$ cat src/rtl/mc_ctrl_pkg.sv
// mc_ctrl_pkg: state, opcode/func and ALU-control encodings shared by the multi-cycle control unit.
package mc_ctrl_pkg;
    typedef enum logic [2:0] {
        S_IF   = 3'd0,
        S_ID   = 3'd1,
        S_EX   = 3'd2,
        S_MEM  = 3'd3,
        S_WB   = 3'd4,
        S_TRAP = 3'd5
    } state_t;

    localparam logic [5:0] OP_RTYPE = 6'h00;
    localparam logic [5:0] OP_J     = 6'h02;
    localparam logic [5:0] OP_BEQ   = 6'h04;
    localparam logic [5:0] OP_BNE   = 6'h05;
    localparam logic [5:0] OP_ADDI  = 6'h08;
    localparam logic [5:0] OP_ANDI  = 6'h0C;
    localparam logic [5:0] OP_ORI   = 6'h0D;
    localparam logic [5:0] OP_XORI  = 6'h0E;
    localparam logic [5:0] OP_LW    = 6'h23;
    localparam logic [5:0] OP_SW    = 6'h2B;

    localparam logic [5:0] FN_ADD = 6'h20;
    localparam logic [5:0] FN_SUB = 6'h22;
    localparam logic [5:0] FN_AND = 6'h24;
    localparam logic [5:0] FN_OR  = 6'h25;
    localparam logic [5:0] FN_XOR = 6'h26;
    localparam logic [5:0] FN_NOR = 6'h27;
    localparam logic [5:0] FN_SLT = 6'h2A;
    localparam logic [5:0] FN_SLL = 6'h00;

    typedef enum logic [3:0] {
        ALU_ADD = 4'd0,
        ALU_SUB = 4'd1,
        ALU_AND = 4'd2,
        ALU_OR  = 4'd3,
        ALU_XOR = 4'd4,
        ALU_NOR = 4'd5,
        ALU_SLT = 4'd6,
        ALU_SLL = 4'd7
    } alu_t;

    function automatic logic op_supported(input logic [5:0] op);
        return op inside {OP_RTYPE, OP_J, OP_BEQ, OP_BNE, OP_ADDI, OP_ANDI,
                          OP_ORI, OP_XORI, OP_LW, OP_SW};
    endfunction
endpackage

$ cat src/rtl/mc_ctrl_fsm_alu_dec.sv
// mc_alu_dec: combinational ALU-control decode; non-ADD codes only appear in EX.
module mc_alu_dec
    import mc_ctrl_pkg::*;
(
    input  state_t     i_state,
    input  logic [5:0] i_op,
    input  logic [5:0] i_func,
    output alu_t       o_alu_ctl
);
    always_comb begin
        o_alu_ctl = ALU_ADD;
        if (i_state == S_EX) begin
            case (i_op)
                OP_RTYPE: case (i_func)
                    FN_SUB:  o_alu_ctl = ALU_SUB;
                    FN_AND:  o_alu_ctl = ALU_AND;
                    FN_OR:   o_alu_ctl = ALU_OR;
                    FN_XOR:  o_alu_ctl = ALU_XOR;
                    FN_NOR:  o_alu_ctl = ALU_NOR;
                    FN_SLT:  o_alu_ctl = ALU_SLT;
                    FN_SLL:  o_alu_ctl = ALU_SLL;
                    default: o_alu_ctl = ALU_ADD;
                endcase
                OP_BEQ, OP_BNE: o_alu_ctl = ALU_SUB;
                OP_ANDI:        o_alu_ctl = ALU_AND;
                OP_ORI:         o_alu_ctl = ALU_OR;
                OP_XORI:        o_alu_ctl = ALU_XOR;
                default:        o_alu_ctl = ALU_ADD;
            endcase
        end
    end
endmodule

$ cat src/rtl/mc_ctrl_fsm.sv
// mc_ctrl_fsm: multi-cycle MIPS control FSM (IF/ID/EX/MEM/WB) with retired-instruction counter.
// Optional MC_CTRL_ILLEGAL_TRAP_EN: unsupported opcodes lock into TRAP and raise illegal.
module mc_ctrl_fsm
    import mc_ctrl_pkg::*;
#(
    parameter int CNT_W = 32
) (
    input  logic             clk,
    input  logic             rst,
    input  logic             hold,
    input  logic [5:0]       op,
    input  logic [5:0]       func,
    input  logic             zero,
    output logic             ir_write,
    output logic             pc_write,
    output logic [1:0]       pc_src,
    output logic             reg_write,
    output logic             reg_dst,
    output logic             alu_src_b,
    output logic             ext_sign,
    output logic             mem_to_reg,
    output logic             mem_write,
    output logic [3:0]       alu_ctl,
    output logic [2:0]       state,
    output logic             retire,
    output logic [CNT_W-1:0] inst_cnt
`ifdef MC_CTRL_ILLEGAL_TRAP_EN
    ,
    output logic             illegal
`endif
);
    state_t           r_state, w_next;
    logic [CNT_W-1:0] r_cnt;
    alu_t             w_alu_ctl;
    logic             w_ir, w_pcw, w_rw, w_rd, w_asb, w_ext, w_m2r, w_mw, w_ret, w_ill;
    logic [1:0]       w_pcsrc;
    logic             w_live, w_en;

    mc_alu_dec u_alu_dec (
        .i_state   (r_state),
        .i_op      (op),
        .i_func    (func),
        .o_alu_ctl (w_alu_ctl)
    );

    always_ff @(posedge clk) begin
        if (rst) begin
            r_state <= S_IF;
            r_cnt   <= '0;
        end else if (!hold) begin
            r_state <= w_next;
            if (w_ret) r_cnt <= r_cnt + 1'b1;
        end
    end

    always_comb begin
        w_next  = r_state;
        w_ir    = 1'b0;
        w_pcw   = 1'b0;
        w_pcsrc = 2'd0;
        w_rw    = 1'b0;
        w_rd    = 1'b0;
        w_asb   = 1'b0;
        w_ext   = 1'b0;
        w_m2r   = 1'b0;
        w_mw    = 1'b0;
        w_ret   = 1'b0;
        w_ill   = 1'b0;
        case (r_state)
            S_IF: begin
                w_ir   = 1'b1;
                w_pcw  = 1'b1;
                w_next = S_ID;
            end
            S_ID: begin
                if (op == OP_J) begin
                    w_pcw   = 1'b1;
                    w_pcsrc = 2'd2;
                    w_ret   = 1'b1;
                    w_next  = S_IF;
                end else if (op_supported(op)) begin
                    w_next = S_EX;
                end else begin
`ifdef MC_CTRL_ILLEGAL_TRAP_EN
                    w_next = S_TRAP;
`else
                    w_ret  = 1'b1;
                    w_next = S_IF;
`endif
                end
            end
            S_EX: begin
                w_ext  = op inside {OP_ADDI, OP_LW, OP_SW, OP_BEQ, OP_BNE};
                w_asb  = op inside {OP_ADDI, OP_ANDI, OP_ORI, OP_XORI, OP_LW, OP_SW};
                w_next = (op inside {OP_LW, OP_SW}) ? S_MEM : (op inside {OP_BEQ, OP_BNE}) ? S_IF : S_WB;
                if (op inside {OP_BEQ, OP_BNE}) begin
                    w_pcsrc = 2'd1;
                    w_pcw   = (op == OP_BEQ) ? zero : !zero;
                    w_ret   = 1'b1;
                end
            end
            S_MEM: begin
                w_mw   = op == OP_SW;
                w_ret  = op == OP_SW;
                w_next = (op == OP_SW) ? S_IF : S_WB;
            end
            S_WB: begin
                w_rw   = 1'b1;
                w_rd   = op == OP_RTYPE;
                w_m2r  = op == OP_LW;
                w_ret  = 1'b1;
                w_next = S_IF;
            end
`ifdef MC_CTRL_ILLEGAL_TRAP_EN
            S_TRAP: w_ill = 1'b1;
`endif
            default: w_next = S_IF;
        endcase
    end

    // Reset blanks every output; hold additionally blanks the write enables and retire.
    assign w_live     = !rst;
    assign w_en       = !rst && !hold;
    assign ir_write   = w_en & w_ir;
    assign pc_write   = w_en & w_pcw;
    assign reg_write  = w_en & w_rw;
    assign mem_write  = w_en & w_mw;
    assign retire     = w_en & w_ret;
    assign pc_src     = w_live ? w_pcsrc : 2'd0;
    assign reg_dst    = w_live & w_rd;
    assign alu_src_b  = w_live & w_asb;
    assign ext_sign   = w_live & w_ext;
    assign mem_to_reg = w_live & w_m2r;
    assign alu_ctl    = w_live ? w_alu_ctl : 4'd0;
    assign state      = w_live ? r_state : 3'd0;
    assign inst_cnt   = w_live ? r_cnt : '0;
`ifdef MC_CTRL_ILLEGAL_TRAP_EN
    assign illegal    = w_live & w_ill;
`else
    logic w_unused;
    assign w_unused   = w_ill;
`endif
endmodule

$ cat config.mk
export PLATFORM = sky130hd
export DESIGN_NAME = mc_ctrl_fsm
export DESIGN_NICKNAME = d
export VERILOG_FILES = /design/src/rtl/mc_ctrl_pkg.sv /design/src/rtl/mc_ctrl_fsm_alu_dec.sv /design/src/rtl/mc_ctrl_fsm.sv
export SDC_FILE = /design/constraint.sdc
export NUM_CORES = 1
export LEC_CHECK = 0
export BUFFER_PORTS_ARGS = -buffer_cell sky130_fd_sc_hd__buf_2
export CAP_MARGIN = 20
export CELL_PAD_IN_SITES_DETAIL_PLACEMENT = 1
export CELL_PAD_IN_SITES_GLOBAL_PLACEMENT = 2
export CORE_MARGIN = 8
export CORE_UTILIZATION = 31
export DETAILED_ROUTE_END_ITERATION = 16
export PLACE_DENSITY_LB_ADDON = 0.1
export SKIP_CTS_REPAIR_TIMING = 1
export SYNTH_ARGS = -nofsm -noshare
export SYNTH_HDL_FRONTEND = slang
export SYNTH_SLANG_ARGS = --single-unit
$ cat constraint.sdc
create_clock -name clk -period 3.65 [get_ports clk]
set_input_delay 1.095 -clock clk [delete_from_list [all_inputs] [get_ports clk]]
set_output_delay 1.095 -clock clk [all_outputs]
set_load 0.02 [all_outputs]
==> metrics.md <==
| Metric | Value |
|---|---|
| Peak per-stage delay on the critical path | `approximately 0.44 ns` |
| Ordered cell list for the critical path | `buf_2, inv_1, maj3_1, or3b_2, a211oi_1, buf_2` |
| Detail Placement HPWL | `between 6000 and 7000 um` |
| Total DRC errors in the routed layout | `0` |
| Ratio of cells with drive above 1 in the final layout | `35.1%` |
| Number of failing setup endpoints in the final timing report | `0` |
| Routed length per placed instance | `16.1 um` |
| Number of synthesized flops with an enable pin | `0` |
| Internal power component | `approximately 0.00056 W` |
| DRT iter0 DRCs | `65` |
| Largest driver fanout on the critical path | `4` |
| Synth Net Count | `~350` |
| Fin Clk Skew | `0.00555 ns` |
| Adder-Cell Fraction of Synth Area | `0.839%` |
| Count of pins on the block boundary | `66` |
| Number of buffers and inverters on the critical path | `3` |
| Die Width | `109 um` |
| Routability-driven placement congestion ratio | `around 0.74` |
| Routed length on met3 | `roughly 260 um` |
| Number of global-route vias before repair | `2655` |
| Part of the total power dissipated in sequential elements | `49.7%` |
| Diodes inserted | `0` |
| Switching fraction of total power | `28.2%` |
| Min-delay worst type | `reg2reg` |
| Xor and xnor fraction of the mapped netlist area | `0.653%` |
| # fillers | `1065` |
| Total via count after detailed routing | `roughly 2500` |
| TritonCTS buffer count | `5` |
| Count of final hold-check violations | `0` |
| Number of nets with antenna violations after detailed routing | `0` |
| Most common cell after layout, fill and taps aside | `buf_2` |
| RSZ-0062 raised after global routing | `no` |
| Number of buffers between clock root and the deepest sink | `2` |
| Post-Route Utilization | `37.6%` |
| Period minus WS final | `roughly 3.6 ns` |
| Synthesized area divided by synthesized cell count | `8.08 um^2` |
| Overflow left after global routing | `0` |
| Max_slew headroom | `53.6%` |
| Die area | `0.0119 mm^2` |
| Max-slew violations | `0` |
| Uppermost signal routing layer after detailed routing | `met4` |
| Clock latency reported for the late side of the worst-skew pair | `about 0.28 ns` |
| Share of the synthesized area in compound gates (AO/OA/AOI/OAI) | `~17%` |
| Data arrival time of the critical path | `2.47 ns` |
| Peak supply drop | `between 100 and 150 uV` |
| Data required time at the worst endpoint | `2.55 ns` |
| Area overhead of the layout relative to synthesis | `19.9%` |
| Delay-heaviest family, CP | `simple AND/OR/NAND/NOR gates` |
| Total global routing track utilization | `13.4%` |
| H-tree depth reported by CTS | `2` |
| Largest net degree at the start of global routing | `61` |
| Worst hold-check slack | `0.556 ns` |
| Dominant register cell in the synthesized netlist | `dfxtp_1` |
| Max-cap violations | `0` |
| Setup CP Type | `in2out` |
| Fraction of synthesized area in multiplexers | `13.8%` |
| Root buffer cell | `clkbuf_8` |
| Combinational share of power | `between 10% and 20%` |
| Warnings from Yosys | `0` |
| Transition time at the pin with the least slew margin | `0.691 ns` |
| Clk sink count | `35` |
| Hold depth | `2` |
| Achievable clock frequency | `0.280 GHz` |
| Combinational family with the most area after synthesis | `simple AND/OR/NAND/NOR gates` |
| CP Launch Type | `input pin` |
| CTS tree | `yes` |
| Total power density per cell area | `242 mW/mm^2` |
| Final #Nets | `slightly above 400` |
| Chip height | `109 um` |
| Part of the total power dissipated in the clock network | `~36%` |
| Period Utilization, post-route | `approximately 98%` |
| Vias per cell | `roughly 5.1` |
| Cell area after layout | `0.00322 mm^2` |
| Synth Instances | `332` |
| Crit path capture type | `output pin` |
| Port-buffer cells | `64` |
| Area after detailed placement | `0.00313 mm^2` |
| Area of the core | `between 0.008 and 0.009 mm^2` |
| Total stage count of the critical path | `6` |
| Number of rows created at floorplan | `34` |
| Clk slew on worst S/H paths | `0.07 ns` |
| Cell seen most often among critical-path stages | `buf_2` |
| Number of search-and-repair iterations in the first detailed-routing pass | `4` |
| Power dissipated by switching net loads | `0.000219 W` |
| Leakage dissipation | `1.29 nW` |
| Initial antenna violation count | `0` |
| Critical-path top delay cell | `or3b_2` |
| Cell depth of the worst flop-to-flop path | `6` |
| Commonest cells after routing, fill and taps aside | `buf_2 (64), nor2_1 (56), nor2b_1 (39)` |
| Fraction of the mapped netlist area in simple logic gates | `35.7%` |
| Met2 WL post-DR | `roughly 4000 um` |
| Fraction of synthesis flops using an asynchronous set or reset pin | `0%` |
| Initial Util | `between 30% and 40%` |
| Global-route wire length before repair | `13200 um` |
| Wire length the detailed router placed on met1 | `3810 um` |
| Number of synthesized register bits | `35` |
| Yosys cell types | `51` |
| Run status | `complete, no violations` |
| Detailed-route wire length | `8000 um` |
| Post-Synthesis Cell Area | `between 0.002 and 0.003 mm^2` |
| Total power of the final layout | `between 0.0007 and 0.0008 W` |
| Proportion of synthesized chip area in sequential cells | `a little over a quarter` |
## tightest hold or removal path, delay by kind of cell, from the launching register on
kind | cells | cell delay [ns]
flops | 1 | 0.31
mux | 1 | 0.14
simple gates | 1 | 0.08
## worst paths after layout
| path | slack, ns | start | end |
|---|---|---|---|
| hold / removal | 0.56 | r_cnt[31]$_SDFFE_PP0P_ | r_cnt[31]$_SDFFE_PP0P_ |
| setup reg to reg | 1.13 | r_cnt[0]$_SDFFE_PP0P_ | r_cnt[26]$_SDFFE_PP0P_ |
| setup / recovery | 0.08 | op[2] | alu_src_b |
| hold reg to reg | 0.56 | r_cnt[31]$_SDFFE_PP0P_ | r_cnt[31]$_SDFFE_PP0P_ |
## synth_stat cells, types with 2 or more instances
master,n,area (um^2)
a2111oi_0,3,26.3
a2111oi_2,5,75.1
a2111oi_4,2,55.1
a211oi_1,9,67.6
a21oi_1,26,130
and3_1,2,12.5
buf_1,2,7.51
buf_2,4,20.0
buf_4,3,22.5
buf_6,3,33.8
clkbuf_1,15,56.3
clkbuf_2,2,10.0
dfxtp_1,35,701
inv_1,4,15.0
mux2_2,32,360
nand2_1,13,48.8
nand2b_1,3,18.8
nand3_1,12,60.1
nand3_2,2,20.0
nand3b_1,4,30.0
nand4_1,11,68.8
nand4b_1,5,43.8
nor2_1,56,210
nor2b_1,40,250
nor3_1,7,35.0
nor3b_1,2,15.0
nor4_1,2,12.5
o21ai_0,3,15.0
or3_1,2,12.5
xnor2_1,2,17.5
## sequential cells by signal, summed over array words and instances, names as in the netlist
signal and flops:
r_cnt 32, r_state 3
## stage by stage
| step | instances | setup TNS [ns] | setup WS [ns] |
|---|---|---|---|
| floorplan | 332 | -0.0934 | -0.0503 |
| global placement | 490 | 0 | 0.0859 |
| detailed placement | 490 | 0 | 0.0813 |
| CTS | 498 | 0 | 0.0730 |
| global route | 498 | 0 | 0.0174 |
| finish | 498 | 0 | 0.0840 |
## cell families (layout without fill, tap and decap cells)
logic type | Yosys count | after routing
AO/OA/AOI/OAI | 55 | 55
XOR/XNOR | 2 | 2
adder cells (fa/ha/maj) | 2 | 2
buffers and inverters | 33 | 91
flip-flops | 35 | 35
multiplexers | 33 | 33
other | 1 | 1
AND/OR/NAND/NOR | 171 | 171
## metal layers
layer  vias up  track usage, %
met1      1216            16.8
li1       1299               -
met5         -               0
met4         0            2.05
met2        30            23.7
met3         2            2.42
## area by class of cell
cell class / instances / area (um^2) / area share [%]
clock buffer: 7 / 76.3 / 2.37
clock inverter: 1 / 5.00 / 0.156
inverter: 4 / 15.0 / 0.467
multi-input combinational: 264 / 1840 / 57.2
sequential: 35 / 701 / 21.8
tap: 108 / 135 / 4.20
timing repair buffer: 79 / 445 / 13.8
## power by group through the flow
stage | Clock, W | Combinational, W | Sequential [W]
floorplan | 0 | 0.0000800 | 0.000393
global placement | 0 | 0.000114 | 0.000396
detailed placement | 0 | 0.000116 | 0.000396
CTS | 0.000293 | 0.000117 | 0.000387
global route | 0.000304 | 0.000127 | 0.000388
finish | 0.000277 | 0.000115 | 0.000387
Note: power is estimated with default switching activity, not from simulation.
